File: config.mk
export PLATFORM = sky130hd
export DESIGN_NAME = uart_tx
export DESIGN_NICKNAME = d
export VERILOG_FILES = /design/src/rtl/uart_pkg.sv /design/src/rtl/uart_baud_cnt.sv /design/src/rtl/uart_tx.sv
export SDC_FILE = /design/constraint.sdc
export NUM_CORES = 1
export LEC_CHECK = 0
export BUFFER_PORTS_ARGS = -buffer_cell sky130_fd_sc_hd__buf_2
export CORE_UTILIZATION = 30
export CTS_BUF_LIST = sky130_fd_sc_hd__clkbuf_4 sky130_fd_sc_hd__clkbuf_8
export DETAILED_ROUTE_END_ITERATION = 8
export PLACE_DENSITY_LB_ADDON = 0.25
export RECOVER_POWER = 50
export SYNTH_ARGS = -nofsm -noshare
export SYNTH_HDL_FRONTEND = slang
export SYNTH_SLANG_ARGS = --single-unit
File: constraint.sdc
create_clock -name clk -period 2.2 [get_ports clk]
set_input_delay 0.11 -clock clk [delete_from_list [all_inputs] [get_ports clk]]
set_output_delay 0.11 -clock clk [all_outputs]
set_load 0.005 [all_outputs]
File: src/rtl/uart_pkg.sv
// Shared definitions for the UART transmitter and receiver: FSM states,
// frame constants and the parity helper.
package uart_pkg;

    typedef enum logic [2:0] {
        IDLE,
        START,
        DATA,
        PARITY,
        STOP
    } uart_state_e;

    localparam int   DATA_BITS   = 8;
    localparam logic LINE_IDLE   = 1'b1;
    localparam logic START_LEVEL = 1'b0;

    // Even parity makes the total count of ones even; odd parity inverts that bit.
    function automatic logic parity_bit(input logic [DATA_BITS-1:0] data, input logic odd);
        return (^data) ^ odd;
    endfunction

endpackage

File: src/rtl/uart_baud_cnt.sv
// Bit-period counter: counts 0..CLKS_PER_BIT-1, pulses wrap on the last count,
// and is held at zero while clr is high. Shared by the UART transmitter and receiver.
module uart_baud_cnt #(
    parameter int unsigned CLKS_PER_BIT = 100
) (
    input  logic                            clk,
    input  logic                            rst,
    input  logic                            clr,
    output logic [$clog2(CLKS_PER_BIT)-1:0] cnt,
    output logic                            wrap
);

    localparam int unsigned CNT_W = $clog2(CLKS_PER_BIT);

    logic [CNT_W-1:0] cnt_q;
    logic [CNT_W-1:0] cnt_d;

    always_comb begin
        wrap  = (cnt_q == CNT_W'(CLKS_PER_BIT - 1));
        cnt_d = (clr || wrap) ? '0 : cnt_q + 1'b1;
    end

    always_ff @(posedge clk) begin
        if (rst) begin
            cnt_q <= '0;
        end else begin
            cnt_q <= cnt_d;
        end
    end

    assign cnt = cnt_q;

endmodule

File: src/rtl/uart_tx.sv
// UART transmitter: accepts a byte per valid/ready handshake and sends it as
// start bit, 8 data bits LSB first, optional parity and 1 or 2 stop bits.
module uart_tx
    import uart_pkg::*;
#(
    parameter int unsigned CLKS_PER_BIT = 100,
    parameter int unsigned PARITY_EN    = 0,
    parameter int unsigned PARITY_ODD   = 0,
    parameter int unsigned STOP_BITS    = 1
) (
    input  logic                 clk,
    input  logic                 rst,
    input  logic                 tx_dv,
    input  logic [DATA_BITS-1:0] tx_data,
    output logic                 tx_ready,
    output logic                 tx_serial,
    output logic                 tx_active,
    output logic                 tx_done
);

    localparam int unsigned CNT_W = $clog2(CLKS_PER_BIT);
    localparam int unsigned BIT_W = $clog2(DATA_BITS);

    if (STOP_BITS != 1 && STOP_BITS != 2) begin : g_bad_stop_bits
        $error("uart_tx: STOP_BITS must be 1 or 2");
    end
    if (CLKS_PER_BIT < 2 || CLKS_PER_BIT > 65535) begin : g_bad_clks_per_bit
        $error("uart_tx: CLKS_PER_BIT must be in 2..65535");
    end

    // The done/IDLE cycle doubles as the final stop-bit cycle, so STOP is left one
    // count early; this keeps back-to-back frames at exact line rate.
    localparam logic [CNT_W-1:0] LAST_STOP_CNT = CNT_W'(CLKS_PER_BIT - 2);
    localparam logic [BIT_W-1:0] LAST_STOP_IDX = BIT_W'(STOP_BITS - 1);
    localparam logic [BIT_W-1:0] LAST_DATA_IDX = BIT_W'(DATA_BITS - 1);

    uart_state_e          state_q, state_d;
    logic [DATA_BITS-1:0] shreg_q, shreg_d;
    logic                 parity_q, parity_d;
    logic [BIT_W-1:0]     bit_idx_q, bit_idx_d;
    logic                 tx_serial_q, tx_serial_d;
    logic                 tx_active_q, tx_active_d;
    logic                 tx_done_q, tx_done_d;

    logic [CNT_W-1:0]     clk_cnt;
    logic                 bit_wrap;

    uart_baud_cnt #(
        .CLKS_PER_BIT (CLKS_PER_BIT)
    ) u_baud_cnt (
        .clk  (clk),
        .rst  (rst),
        .clr  (state_q == IDLE),
        .cnt  (clk_cnt),
        .wrap (bit_wrap)
    );

    always_comb begin
        state_d     = state_q;
        shreg_d     = shreg_q;
        parity_d    = parity_q;
        bit_idx_d   = bit_idx_q;
        tx_serial_d = tx_serial_q;
        tx_active_d = tx_active_q;
        tx_done_d   = 1'b0;

        case (state_q)
            IDLE: begin
                tx_serial_d = LINE_IDLE;
                tx_active_d = 1'b0;
                if (tx_dv) begin
                    shreg_d     = tx_data;
                    parity_d    = parity_bit(tx_data, PARITY_ODD != 0);
                    bit_idx_d   = '0;
                    tx_serial_d = START_LEVEL;
                    tx_active_d = 1'b1;
                    state_d     = START;
                end
            end
            START: begin
                if (bit_wrap) begin
                    bit_idx_d   = '0;
                    tx_serial_d = shreg_q[0];
                    state_d     = DATA;
                end
            end
            DATA: begin
                if (bit_wrap) begin
                    if (bit_idx_q != LAST_DATA_IDX) begin
                        bit_idx_d   = bit_idx_q + 1'b1;
                        tx_serial_d = shreg_q[bit_idx_q + 1'b1];
                    end else if (PARITY_EN != 0) begin
                        tx_serial_d = parity_q;
                        state_d     = PARITY;
                    end else begin
                        bit_idx_d   = '0;
                        tx_serial_d = LINE_IDLE;
                        state_d     = STOP;
                    end
                end
            end
            PARITY: begin
                if (bit_wrap) begin
                    bit_idx_d   = '0;
                    tx_serial_d = LINE_IDLE;
                    state_d     = STOP;
                end
            end
            STOP: begin
                tx_serial_d = LINE_IDLE;
                if (bit_idx_q == LAST_STOP_IDX && clk_cnt == LAST_STOP_CNT) begin
                    bit_idx_d   = '0;
                    tx_active_d = 1'b0;
                    tx_done_d   = 1'b1;
                    state_d     = IDLE;
                end else if (bit_wrap) begin
                    bit_idx_d = bit_idx_q + 1'b1;
                end
            end
            default: begin
                tx_serial_d = LINE_IDLE;
                tx_active_d = 1'b0;
                state_d     = IDLE;
            end
        endcase
    end

    always_ff @(posedge clk) begin
        if (rst) begin
            state_q     <= IDLE;
            shreg_q     <= '0;
            parity_q    <= 1'b0;
            bit_idx_q   <= '0;
            tx_serial_q <= LINE_IDLE;
            tx_active_q <= 1'b0;
            tx_done_q   <= 1'b0;
        end else begin
            state_q     <= state_d;
            shreg_q     <= shreg_d;
            parity_q    <= parity_d;
            bit_idx_q   <= bit_idx_d;
            tx_serial_q <= tx_serial_d;
            tx_active_q <= tx_active_d;
            tx_done_q   <= tx_done_d;
        end
    end

    assign tx_ready  = (state_q == IDLE);
    assign tx_serial = tx_serial_q;
    assign tx_active = tx_active_q;
    assign tx_done   = tx_done_q;

endmodule

==> results_dict.tcl <==
set metrics [dict create \
    grt_overflow 0 \
    period_needed_ns 1.98 \
    tightest_slew_ns 0.735 \
    ys_ff_latch 24 \
    drt_iter0_drc 53 \
    fillCellCount 402 \
    start_util_pct 32.3 \
    cts_setup_buffers 0 \
    critPathKind "reg2reg" \
    area_growth_pct 10.3 \
    powerDensity_nw_per_um2 676 \
    outcome "complete, no violations" \
    path_max_fanout 5 \
    num_vias 950 \
    portBuffers 14 \
    ys_async_sr_fraction_pct 0 \
    holdWs_ns 0.0652 \
    max-slew-margin-rel_pct 51.0 \
    groute.usage.overall_pct 12.1 \
    crit_path_start_kind "flip-flop" \
    ys_warn_count 0 \
    yosysSeqAreaShare_pct 39.4 \
    dp_hpwl_mm 1.73 \
    dp_cells 188 \
    cp.required_ns 2.41 \
    syn_avg_cell_area_um2 9.04 \
    cts_buffers 3 \
    drc 0 \
    n_antenna_cell 0 \
    grt_pass1_wl_mm 4.06 \
    fp-row-count 22 \
    viasPerCell 4.95 \
    leakage_nw 0.474 \
    synth-edff-count 0 \
    drv_cap 0 \
    synthCells 135 \
    hp-class "in2reg" \
    die_h_um 65.8 \
    clk_latency_ns 0.27 \
    die_area_um2 4330 \
    pre_cts_ws_ns 0.235 \
    hold_buffers 0 \
    place_congestion 0.733 \
    setup_tns_ns 0 \
    dr.pass1.iters 4 \
    cts-resized-gates 0 \
    core_um2 3770 \
    drive_gt1_share_pct 16.0 \
    crit_path_top_delay_cell "mux4_2" \
    hold_violations 0 \
    ioPinCount 15 \
    finalPower_mw 0.909 \
    period_share_pct 90.1 \
    antenna_found_initial 0 \
    ir_drop_mv 0.215 \
    clkTransAtPathRegs_ns 0.09 \
    synthFlopType "dfxtp_1" \
    cp.arrival_ns 2.19 \
    synth_fp_nets 151 \
    synth_cell_types 41 \
    cts_tree "done" \
    maxSlewViolCount 0 \
    ant_nets 0 \
    crit_path_cell_trace "ha_1 -> ha_1 -> mux2i_1 -> mux4_2 -> a21oi_1 -> nor4_1 -> a21oi_1" \
    fin_skew_ns 0.00916 \
    nets 161 \
    root_buffer "clkbuf_8" \
    setup_viol 0 \
    critical-path-max-stage-delay_ns 0.47 \
    cts.htree.levels 1 \
    layout.cells.non_filler 192 \
    fp.dieW_um 65.8 \
    wl_per_cell_um 11.9 \
    wl_mm 2.29 \
    grt_pass1_vias 930 \
    grt_start_max_net_pins 20 \
    netlist_area_um2 1220 \
    fin_ws_ns 0.218 \
    cts_buffer_depth 2 \
    cts_sinks 24 \
    worst_setup_path_end_kind "flip-flop" \
    rsz0062_at_grt "false" \
    fmax_mhz 505 \
]
[kinds of logic after synthesis]
kind of cell	count (synthesis)	share of synthesized area, %
AOI/OAI and AO/OA	28	17.2
and+or+nand+nor	53	23.1
xor gates and xnor gates	5	3.59
DFF	24	39.4
adders and majority gates	5	5.13
buffers and inverters	15	6.46
muxes	5	5.13
[worst max-delay path: cells and delay by family, from the launching register on]
family,cells,cell delay [ns]
and+or+nand+nor,1,0.06
adders and majority gates,2,0.57
muxes,2,0.62
AOI/OAI and AO/OA,2,0.31
DFF,1,0.34
[power breakdown]
| part | internal [mW] | switching, mW |
|---|---|---|
| sequential | 0.449 | 0.0109 |
| combinational | 0.0246 | 0.0357 |
| clock | 0.243 | 0.146 |
| total | 0.716 | 0.192 |
[registers in the layout, indices dropped and copies added (netlist names)]
signal / flops
shreg_q: 8
u_baud_cnt.cnt: 7
bit_idx_q: 3
state_q: 3
tx_active: 1
tx_done: 1
tx_serial: 1
[cell usage in the layout, fill, tap and decap left out, types with 2 or more instances in the layout]
cell       Yosys  final
dfxtp_1       24     24
nand2_1       20     20
nor2_1        12     12
buf_2          2     12
a21oi_1       11     11
inv_1          6      6
ha_1           5      5
nor3_1         4      4
mux2i_1        4      4
o2111ai_1      3      3
o41ai_1        3      3
nand3_1        3      3
xnor2_1        3      3
clkbuf_8       0      3
nor2b_1        2      2
nand2b_1       2      2
xor2_1         2      2
o21ai_0        2      2
clkbuf_1       2      2
[per-stage QoR]
stage / area [um2] / utilization (%)
after floorplan: 1220 / -
after global placement: 1290 / 34.3
after detailed placement: 1290 / 34.3
after CTS: 1370 / 36.2
after global routing: 1350 / 35.7
final: 1350 / 35.7
[final timing paths]
path	startpoint	end	slack (ns)	cells past startpoint
hold / removal	tx_data[7]	shreg_q[7]$_SDFFE_PP0P_	0.07	3
setup reg to reg	bit_idx_q[0]$_SDFFE_PP0P_	tx_serial$_SDFFE_PP1P_	0.22	7
hold reg to reg	shreg_q[2]$_SDFFE_PP0P_	shreg_q[2]$_SDFFE_PP0P_	0.47	2
setup / recovery	bit_idx_q[0]$_SDFFE_PP0P_	tx_serial$_SDFFE_PP1P_	0.22	7
[synth_stat cells, drive strengths merged, types with 2 or more instances]
| master | n | share of area [%] |
|---|---|---|
| dfxtp | 24 | 39 |
| nand2 | 20 | 6.2 |
| a21oi | 12 | 5.8 |
| nor2 | 12 | 3.7 |
| buf | 6 | 3.6 |
| inv | 6 | 1.8 |
| ha | 5 | 5.1 |
| mux2i | 4 | 3.3 |
| nor3 | 4 | 1.6 |
| clkbuf | 3 | 1.0 |
| nand3 | 3 | 1.2 |
| o2111ai | 3 | 2.2 |
| o21ai | 3 | 1.5 |
| o41ai | 3 | 2.2 |
| xnor2 | 3 | 2.2 |
| and3 | 2 | 1.4 |
| nand2b | 2 | 1.0 |
| nor2b | 2 | 1.0 |
| or3b | 2 | 1.6 |
| xor2 | 2 | 1.4 |
[final cells by class]
| type | instances | area (um2) | area share (%) |
|---|---|---|---|
| inverter | 6 | 22.5 | 1.67 |
| timing repair buffer | 14 | 67.6 | 5.02 |
| tap | 48 | 60.1 | 4.47 |
| sequential | 24 | 480 | 35.7 |
| multi-input combinational | 96 | 643 | 47.8 |
| clock inverter | 1 | 30.0 | 2.23 |
| clock buffer | 3 | 41.3 | 3.07 |
[routing by layer]
layer | track usage [%] | wire length (um) | up-vias
met4 | 5.43 | 43 | 0
met1 | 15.8 | 1140 | 436
met3 | 2.76 | 87 | 5
li1 | - | - | 488
met2 | 18.9 | 1020 | 21
met5 | 0 | 0 | -
Note: power is estimated with default switching activity, not from simulation.
